$ cat src/rtl/meter_pkg.sv
// Shared constants and types for the parking meter command path.
package meter_pkg;

    localparam int TIME_W  = 14;
    localparam int NUM_BTN = 6;

    localparam logic [TIME_W-1:0] AMT_ADD1  = 14'd60;
    localparam logic [TIME_W-1:0] AMT_ADD2  = 14'd120;
    localparam logic [TIME_W-1:0] AMT_ADD3  = 14'd180;
    localparam logic [TIME_W-1:0] AMT_ADD4  = 14'd300;
    localparam logic [TIME_W-1:0] AMT_LOAD1 = 14'd15;
    localparam logic [TIME_W-1:0] AMT_LOAD2 = 14'd10;

    localparam logic OP_ADD  = 1'b0;
    localparam logic OP_LOAD = 1'b1;

    typedef enum logic [2:0] {
        BTN_ADD1 = 3'd0,
        BTN_ADD2 = 3'd1,
        BTN_ADD3 = 3'd2,
        BTN_ADD4 = 3'd3,
        BTN_RST1 = 3'd4,
        BTN_RST2 = 3'd5
    } btn_e;

    // Seconds added by an add button; load buttons have no add amount.
    function automatic logic [TIME_W-1:0] add_amount(input btn_e b);
        case (b)
            BTN_ADD1: add_amount = AMT_ADD1;
            BTN_ADD2: add_amount = AMT_ADD2;
            BTN_ADD3: add_amount = AMT_ADD3;
            BTN_ADD4: add_amount = AMT_ADD4;
            default:  add_amount = '0;
        endcase
    endfunction

endpackage

$ cat src/rtl/btn_sync_edge.sv
// Two-flop synchroniser for one raw button, plus a delay flop for rising-edge detect.
module btn_sync_edge (
    input  logic clk,
    input  logic rst,
    input  logic btn,
    output logic level,
    output logic rise
);

    logic s1, s2, s3;

    always_ff @(posedge clk) begin
        if (!rst) begin
            s1 <= 1'b0;
            s2 <= 1'b0;
            s3 <= 1'b0;
        end else begin
            s1 <= btn;
            s2 <= s1;
            s3 <= s2;
        end
    end

    assign level = s2;
    assign rise  = s2 & ~s3;

endmodule

$ cat src/rtl/meter_cmd_arbiter.sv
// Turns six raw meter buttons into one prioritised, auto-repeating command stream
// for the time-remaining counter over a valid/ready handshake.
module meter_cmd_arbiter
    import meter_pkg::*;
#(
    parameter int HOLD_CYC   = 100,
    parameter int REPEAT_CYC = 20,
    parameter int CNT_W      = 8
) (
    input  logic              clk,
    input  logic              rst,
    input  logic              add1,
    input  logic              add2,
    input  logic              add3,
    input  logic              add4,
    input  logic              rst1,
    input  logic              rst2,
    input  logic              cmd_ready,
    output logic              cmd_valid,
    output logic              cmd_op,
    output logic [TIME_W-1:0] cmd_val,
    output logic              overrun
);

    logic [NUM_BTN-1:0] raw;
    logic [NUM_BTN-1:0] level;
    logic [NUM_BTN-1:0] rise;

    assign raw = {rst2, rst1, add4, add3, add2, add1};

    for (genvar i = 0; i < NUM_BTN; i++) begin : g_btn
        btn_sync_edge u_sync (
            .clk   (clk),
            .rst   (rst),
            .btn   (raw[i]),
            .level (level[i]),
            .rise  (rise[i])
        );
    end

    logic              edge_hit;
    logic              edge_op;
    logic [TIME_W-1:0] edge_val;

    // Fixed-priority pick among this cycle's edges; losers simply vanish.
    always_comb begin
        edge_hit = 1'b1;
        edge_op  = OP_ADD;
        edge_val = '0;
        if (rise[BTN_RST2]) begin
            edge_op  = OP_LOAD;
            edge_val = AMT_LOAD2;
        end else if (rise[BTN_RST1]) begin
            edge_op  = OP_LOAD;
            edge_val = AMT_LOAD1;
        end else if (rise[BTN_ADD4]) begin
            edge_val = AMT_ADD4;
        end else if (rise[BTN_ADD3]) begin
            edge_val = AMT_ADD3;
        end else if (rise[BTN_ADD2]) begin
            edge_val = AMT_ADD2;
        end else if (rise[BTN_ADD1]) begin
            edge_val = AMT_ADD1;
        end else begin
            edge_hit = 1'b0;
        end
    end

    logic track_vld;
    btn_e track_idx;

    always_comb begin
        track_vld = 1'b1;
        track_idx = BTN_ADD1;
        if (level[BTN_ADD4])      track_idx = BTN_ADD4;
        else if (level[BTN_ADD3]) track_idx = BTN_ADD3;
        else if (level[BTN_ADD2]) track_idx = BTN_ADD2;
        else if (level[BTN_ADD1]) track_idx = BTN_ADD1;
        else                      track_vld = 1'b0;
    end

    logic             prev_vld;
    btn_e             prev_idx;
    logic [CNT_W-1:0] hold_cnt;
    logic             repeating;
    logic             same_track;
    logic [CNT_W-1:0] rep_target;
    logic             rep_due;
    logic             rep_fire;

    assign same_track = track_vld && prev_vld && (prev_idx == track_idx) && !rise[track_idx];
    assign rep_target = repeating ? CNT_W'(REPEAT_CYC - 1) : CNT_W'(HOLD_CYC - 1);
    assign rep_due    = same_track && (hold_cnt == rep_target);
    // A held load button mutes repeats but the schedule keeps running underneath.
    assign rep_fire   = rep_due && !(level[BTN_RST1] || level[BTN_RST2]);

    always_ff @(posedge clk) begin
        if (!rst) begin
            prev_vld  <= 1'b0;
            prev_idx  <= BTN_ADD1;
            hold_cnt  <= '0;
            repeating <= 1'b0;
        end else begin
            prev_vld <= track_vld;
            prev_idx <= track_idx;
            if (!same_track) begin
                hold_cnt  <= '0;
                repeating <= 1'b0;
            end else if (rep_due) begin
                hold_cnt  <= '0;
                repeating <= 1'b1;
            end else if (hold_cnt != {CNT_W{1'b1}}) begin
                hold_cnt <= hold_cnt + 1'b1;
            end
        end
    end

    // A stalled command is never replaced; new edges only flag the loss.
    always_ff @(posedge clk) begin
        if (!rst) begin
            cmd_valid <= 1'b0;
            cmd_op    <= OP_ADD;
            cmd_val   <= '0;
            overrun   <= 1'b0;
        end else if (cmd_valid && !cmd_ready) begin
            if (edge_hit) overrun <= 1'b1;
        end else if (edge_hit) begin
            cmd_valid <= 1'b1;
            cmd_op    <= edge_op;
            cmd_val   <= edge_val;
        end else if (rep_fire) begin
            cmd_valid <= 1'b1;
            cmd_op    <= OP_ADD;
            cmd_val   <= add_amount(track_idx);
        end else begin
            cmd_valid <= 1'b0;
        end
    end

endmodule

$ cat config.mk
export PLATFORM = sky130hd
export DESIGN_NAME = meter_cmd_arbiter
export DESIGN_NICKNAME = d
export VERILOG_FILES = /design/src/rtl/meter_pkg.sv /design/src/rtl/btn_sync_edge.sv /design/src/rtl/meter_cmd_arbiter.sv
export SDC_FILE = /design/constraint.sdc
export NUM_CORES = 1
export LEC_CHECK = 0
export CORE_MARGIN = 2
export CORE_UTILIZATION = 50
export CTS_BUF_LIST = sky130_fd_sc_hd__clkbuf_16
export DETAILED_ROUTE_END_ITERATION = 6
export DONT_BUFFER_PORTS = 1
export PLACE_DENSITY = 0.62
export SLEW_MARGIN = 20
export SYNTH_ARGS = -nofsm -noshare
export SYNTH_HDL_FRONTEND = slang
export SYNTH_HIERARCHICAL = 1
export SYNTH_SLANG_ARGS = --single-unit
$ cat constraint.sdc
create_clock -name clk -period 2 [get_ports clk]
set_input_delay 0.2 -clock clk [delete_from_list [all_inputs] [get_ports clk]]
set_output_delay 0.2 -clock clk [all_outputs]
set_load 0.01 [all_outputs]
==> metrics.txt, run 1 <==
initial antenna violation count 0; wire per inst 13.0 µm; ys flop type dfxtp_1; DR pass1 iterations 4; final wirelength 3.17 mm; Overflow after GRT 0; Initial Util 0.515; Tmin final 1.90 ns; pwr dens 918 mW/mm²; Yosys top cell by area dfxtp_1; Die Span Y 64.9 µm; first-pass GRT wire length 5.38 mm; worst vdd ir 0.630 mV; CP required 2.17 ns; pre-CTS setup slack 0.166 ns; Slew Viols, Final 0; status completed; H-tree Lvls 2; setup tns final 0 ns; cell count after synthesis 187; post-DP HPWL 2.13 mm; CP startpoint kind flop; Core Region 0.00361 mm²; CTS Root Buffer Type clkbuf_16; vias per std cell 5.20; number of synthesized flops with an enable pin 0; RSZ-0062 raised after global routing no; row cnt 22; Arr. time, crit path 2.08 ns; max_cap viols 0; Final WS setup 0.0964 ns; most frequent cells in the layout dfxtp_1, nor2_1, and2_1, nand2_1, mux2i_1; layout cell share with drive strength beyond 1 0.194; Avg Synthesized Cell Area 9.93 µm²; Clock transition at path regs 0.06 ns; global placement routability congestion 0.835; #FFs+latches synth 41; CTS tree done; DR iter-0 viols 82; CTS Buf Count 5; ANT nets after route 0; mapped cell area 0.00186 mm²; Setup Viol. Count Final 0; ys async rst share 0; synth warn 6; clock latency on the worst-skew pair 0.28 ns; Inserted Diodes 0; Reg-to-Reg Start hold_cnt[0]; WS Path Type reg -> reg; Fmax 0.525 GHz; Seq/Total Area, Yosys 0.442; fill count 319; crit-path max FO 5; top cells by area in the synthesized netlist dfxtp_1, and2_1, nor2b_4, mux2i_1, nor2_1; CTS Buffer Depth 2; total number of vias 1270; fin crit share 0.952; Die X 64.9 µm; number of remaining DRC errors 0; Worst Setup SP hold_cnt[0]; Ports 26; largest net degree at the start of global routing 36; endpoints failing hold 0; # port buffers 0; Hold WC Path Type in -> reg; # clock sinks 41; Netlist cell types 45; Die ar. 0.00422 mm²; Crit. End Element flop; synthesis-to-finish area growth 12.2%; most common cell after layout, fill and taps aside dfxtp_1; total power 1.91 mW; GRT Total Usage 0.168; min-delay src rst; P_leak 0.811 nW; Worst Skew 0.00481 ns; vias in the first global route 1213; top cell type's share of synthesized area 0.442; fin nets 205
[power breakdown]
part,switching (mW),total (mW),internal [mW],leakage (nW)
Combinational,0.0810,0.152,0.0709,0.393
Clock,0.291,0.870,0.579,0.0826
Sequential,0.0341,0.890,0.856,0.336
Total,0.406,1.91,1.51,0.811
[critical path, stage by stage (launching register included)]
cell and delay, ns:
dfxtp_1 0.40, ha_1 0.23, nor4b_4 0.25, o211ai_2 0.16
nor4_4 0.25, buf_4 0.19, o21ai_4 0.10, a31o_1 0.22
[flip-flops by register name, summed over array words and instances (netlist names)]
name                flops
g_btn.u_sync/s3         6
hold_cnt                8
prev_idx                2
repeating               1
cmd_val                 8
prev_vld                1
cmd_op                  1
g_btn.u_sync/s1         6
cmd_valid               1
overrun                 1
g_btn.u_sync/level      6
[routing by layer]
layer,track usage,share of wire,wire length [µm]
met1,0.200,0.47,1480
met2,0.272,0.46,1460
met3,0.0625,0.052,165
met4,0.0718,0.019,59
met5,0,0,0
[layout make-up]
class	instances	area (µm²)	share of cell area
clock buffer	5	125	0.0601
clock inverter	3	37.5	0.0180
inverter	5	18.8	0.00901
multi-input combinational	136	976	0.468
sequential	41	821	0.394
tap	48	60.1	0.0288
timing repair buffer	6	45.0	0.0216
[synth_stat cells, drive strengths merged, types with 2 or more instances]
| master | number |
|---|---|
| nand2 | 16 |
| a211o | 3 |
| nor3 | 6 |
| nand3 | 6 |
| nor2 | 20 |
| xor2 | 2 |
| and4bb | 3 |
| or2b | 3 |
| buf | 8 |
| and3 | 3 |
| o31ai | 2 |
| a31oi | 4 |
| clkbuf | 2 |
| dfxtp | 41 |
| nand4 | 2 |
| o21ai | 3 |
| a21oi | 5 |
| nor2b | 7 |
| and2 | 20 |
| xnor2 | 2 |
| inv | 5 |
| mux2i | 8 |
| a211oi | 3 |
| nor4 | 2 |
[cell families (layout without fill, tap and decap cells)]
| group | after synthesis | after routing | share of synthesized area |
|---|---|---|---|
| compound gates | 23 | 24 | 0.111 |
| xor+xnor | 4 | 4 | 0.0189 |
| fa+ha+maj | 1 | 1 | 0.00674 |
| buf+inv | 15 | 19 | 0.0519 |
| flops | 41 | 41 | 0.442 |
| mux | 8 | 8 | 0.0431 |
| other cells | 1 | 5 | 0.00202 |
| simple gates | 94 | 94 | 0.324 |
[final timing paths]
| check | to | slack, ns | depth (start not counted) |
|---|---|---|---|
| min reg2reg | g_btn[4].u_sync/level | 0.42 | 1 |
| max | cmd_op | 0.1 | 7 |
| max reg2reg | cmd_op | 0.1 | 7 |
| min | g_btn[2].u_sync/s1 | 0.04 | 1 |
[repair_timing]
item | in CTS | in global routing
hold buffers | 0 | 0
endpoints found under the setup margin | 0 | 1
setup buffers | 0 | 2
resized for setup | 0 | 2
[per-stage QoR]
step | utilization | cell area, µm² | instances | hold WS (ns)
after detailed placement | 0.523 | 1880 | 233 | 0.329
after floorplan | - | 1870 | 191 | 0.322
after CTS | 0.568 | 2050 | 241 | 0.0404
after global routing | 0.578 | 2080 | 244 | 0.0380
final | 0.578 | 2080 | 244 | 0.0441
after global placement | 0.523 | 1880 | 233 | 0.327
(Power assumes the default switching activity.)
==> run 2, diff against run 1 <==
--- a/config.mk
+++ b/config.mk
@@ -6,11 +6,11 @@
 export NUM_CORES = 1
 export LEC_CHECK = 0
 export CORE_MARGIN = 2
-export CORE_UTILIZATION = 50
+export CORE_UTILIZATION = 52
 export CTS_BUF_LIST = sky130_fd_sc_hd__clkbuf_16
 export DETAILED_ROUTE_END_ITERATION = 6
 export DONT_BUFFER_PORTS = 1
-export PLACE_DENSITY = 0.62
+export PLACE_DENSITY = 0.64
 export SLEW_MARGIN = 20
 export SYNTH_ARGS = -nofsm -noshare
 export SYNTH_HDL_FRONTEND = slang
==> run 2 against run 1 <==
Sequential share of layout area rose by 0.25 points; non-clock buffer count did not move; critical endpoint unchanged; worst setup slack improved by 0.064 ns; utilization rose by 3.4 points; sequential power barely moved; wire length rose by 2.4%; global-route usage rose by 1.2 points; flip-flop and latch count did not move; fmax rose by 3.5%; highest routed layer unchanged; clock skew fell by 0.0013 ns; largest cell class unchanged.
==> metrics.txt, run 2 (same netlist as run 1, synthesis figures left out) <==
# clock sinks 41 (unchanged); Initial Util 0.548 (was 0.515); crit-path max cell delay 0.41 ns (was 0.40 ns); CP startpoint kind flop (unchanged); Die X 63.8 µm (was 64.9 µm); clock latency on the worst-skew pair 0.28 ns (about the same); Inserted Diodes 0 (unchanged); Overflow after GRT 0 (unchanged); Most Crowded Layer GR met2 (unchanged); WS Path Type reg -> reg (unchanged); Hold-fix buffers, CTS 0 (unchanged); Die ar. 0.00406 mm² (was 0.00422 mm²); layout cell share with drive strength beyond 1 0.195 (was 0.194); Post-DP Area 0.00188 mm² (about the same); global placement routability congestion 0.735 (was 0.835); initial antenna violation count 0 (unchanged); largest net degree at the start of global routing 36 (unchanged); crit-path max FO 9 (was 5); most common cell after layout, fill and taps aside dfxtp_1 (unchanged); Ports 26 (unchanged); Slowest-stage cell, CP dfxtp_1 (unchanged); total power 1.91 mW (about the same); Arr. time, crit path 2.01 ns (was 2.08 ns); GRT Total Usage 0.181 (was 0.168); CP required 2.17 ns (about the same); number of instances in the placed design 231 (was 233); number of remaining DRC errors 0 (unchanged); pre-CTS setup slack 0.174 ns (was 0.166 ns); wire per inst 13.5 µm (was 13.0 µm); Non-Filler Instances 241 (was 244); final wirelength 3.24 mm (was 3.17 mm); RSZ-0062 raised after global routing no (unchanged); CTS Buf Count 5 (unchanged); fin nets 204 (was 205); H-tree Lvls 2 (unchanged); first-pass GRT wire length 5.72 mm (was 5.38 mm); synthesis-to-finish area growth 11.7% (was 12.2%); Hold WC Path Type in -> reg (unchanged); endpoints failing hold 0 (unchanged); status completed (unchanged); Hold WS 0.0418 ns (was 0.0441 ns); pwr dens 922 mW/mm² (was 918 mW/mm²); P_leak 0.803 nW (was 0.811 nW); Slew Viols, Final 0 (unchanged); CTS tree done (unchanged); M3 GR Usage 0.0599 (was 0.0625); post-DP HPWL 2.33 mm (was 2.13 mm); GRT met1 Usage 0.214 (was 0.200); CTS Root Buffer Type clkbuf_16 (unchanged); Setup Viol. Count Final 0 (unchanged); Fmax 0.544 GHz (was 0.525 GHz); DR pass1 iterations 4 (unchanged); Worst Skew 0.00351 ns (was 0.00481 ns); Largest regs cmd_val (8), hold_cnt (8) (unchanged); DR iter-0 viols 58 (was 82); setup tns final 0 ns (unchanged); final core utilization 0.612 (was 0.578); Tmin final 1.84 ns (was 1.90 ns); Crit. End Element flop (unchanged); CTS Buffer Depth 2 (unchanged); row cnt 21 (was 22); max_cap viols 0 (unchanged); Die Span Y 63.8 µm (was 64.9 µm); critical path, cell by cell ha_4, nor4b_4, o211ai_2, nor4_4, o21ai_4, a31o_1 (was ha_1, nor4b_4, o211ai_2, nor4_4, buf_4, o21ai_4, a31o_1); final instance area 0.00207 mm² (was 0.00208 mm²); # port buffers 0 (unchanged); most frequent cells in the layout dfxtp_1, nor2_1, and2_1, nand2_1, mux2i_1 (unchanged); vias in the first global route 1267 (was 1213); Core Region 0.00339 mm² (was 0.00361 mm²); Clock transition at path regs 0.06 ns (about the same); worst vdd ir 0.528 mV (was 0.630 mV); vias per std cell 5.34 (was 5.20); ANT nets after route 0 (unchanged); fin crit share 0.920 (was 0.952); Final WS setup 0.161 ns (was 0.0964 ns); met2 usage 0.309 (was 0.272); total number of vias 1287 (was 1270)
## run 2: final timing paths
kind                                          from                     to  slack, ns  cells after the start
worst max-delay path                   hold_cnt[1]                 cmd_op       0.16                      6
worst max register to register         hold_cnt[1]                 cmd_op       0.16                      6
worst min-delay path                           rst     g_btn[0].u_sync/s1       0.04                      1
worst min register to register  g_btn[3].u_sync/s1  g_btn[3].u_sync/level       0.42                      1
## run 2: power breakdown
part	internal, mW	total (mW)	switching [mW]
Clock	0.579	0.876	0.297
Combinational	0.0686	0.145	0.0760
Sequential	0.856	0.891	0.0351
Total	1.50	1.91	0.408
## run 2: what timing repair did
action                     4_1_cts  5_1_grt
buffers inserted                 0        2
setup endpoints to repair        0        1
resized for setup                0        3
## run 2: area by class of cell
cell class,instances,area [µm²]
fill,294,1320
clock buffer,5,125
multi-input combinational,135,967
timing repair buffer,6,45.0
inverter,5,18.8
sequential,41,822
tap,46,57.6
clock inverter,3,37.5
## run 2: per-layer routing
| layer | up-vias | wire length, µm |
|---|---|---|
| met5 | - | 0 |
| met4 | 0 | 53 |
| met3 | 5 | 180 |
| met2 | 35 | 1540 |
| met1 | 607 | 1470 |
| li1 | 640 | - |
## run 2: worst max-delay path: cells and delay by family, from the launching register on
family	cells	cell delay (ns)
DFF	1	0.41
adders and majority gates	1	0.17
and+or+nand+nor	2	0.60
AOI/OAI and AO/OA	3	0.55
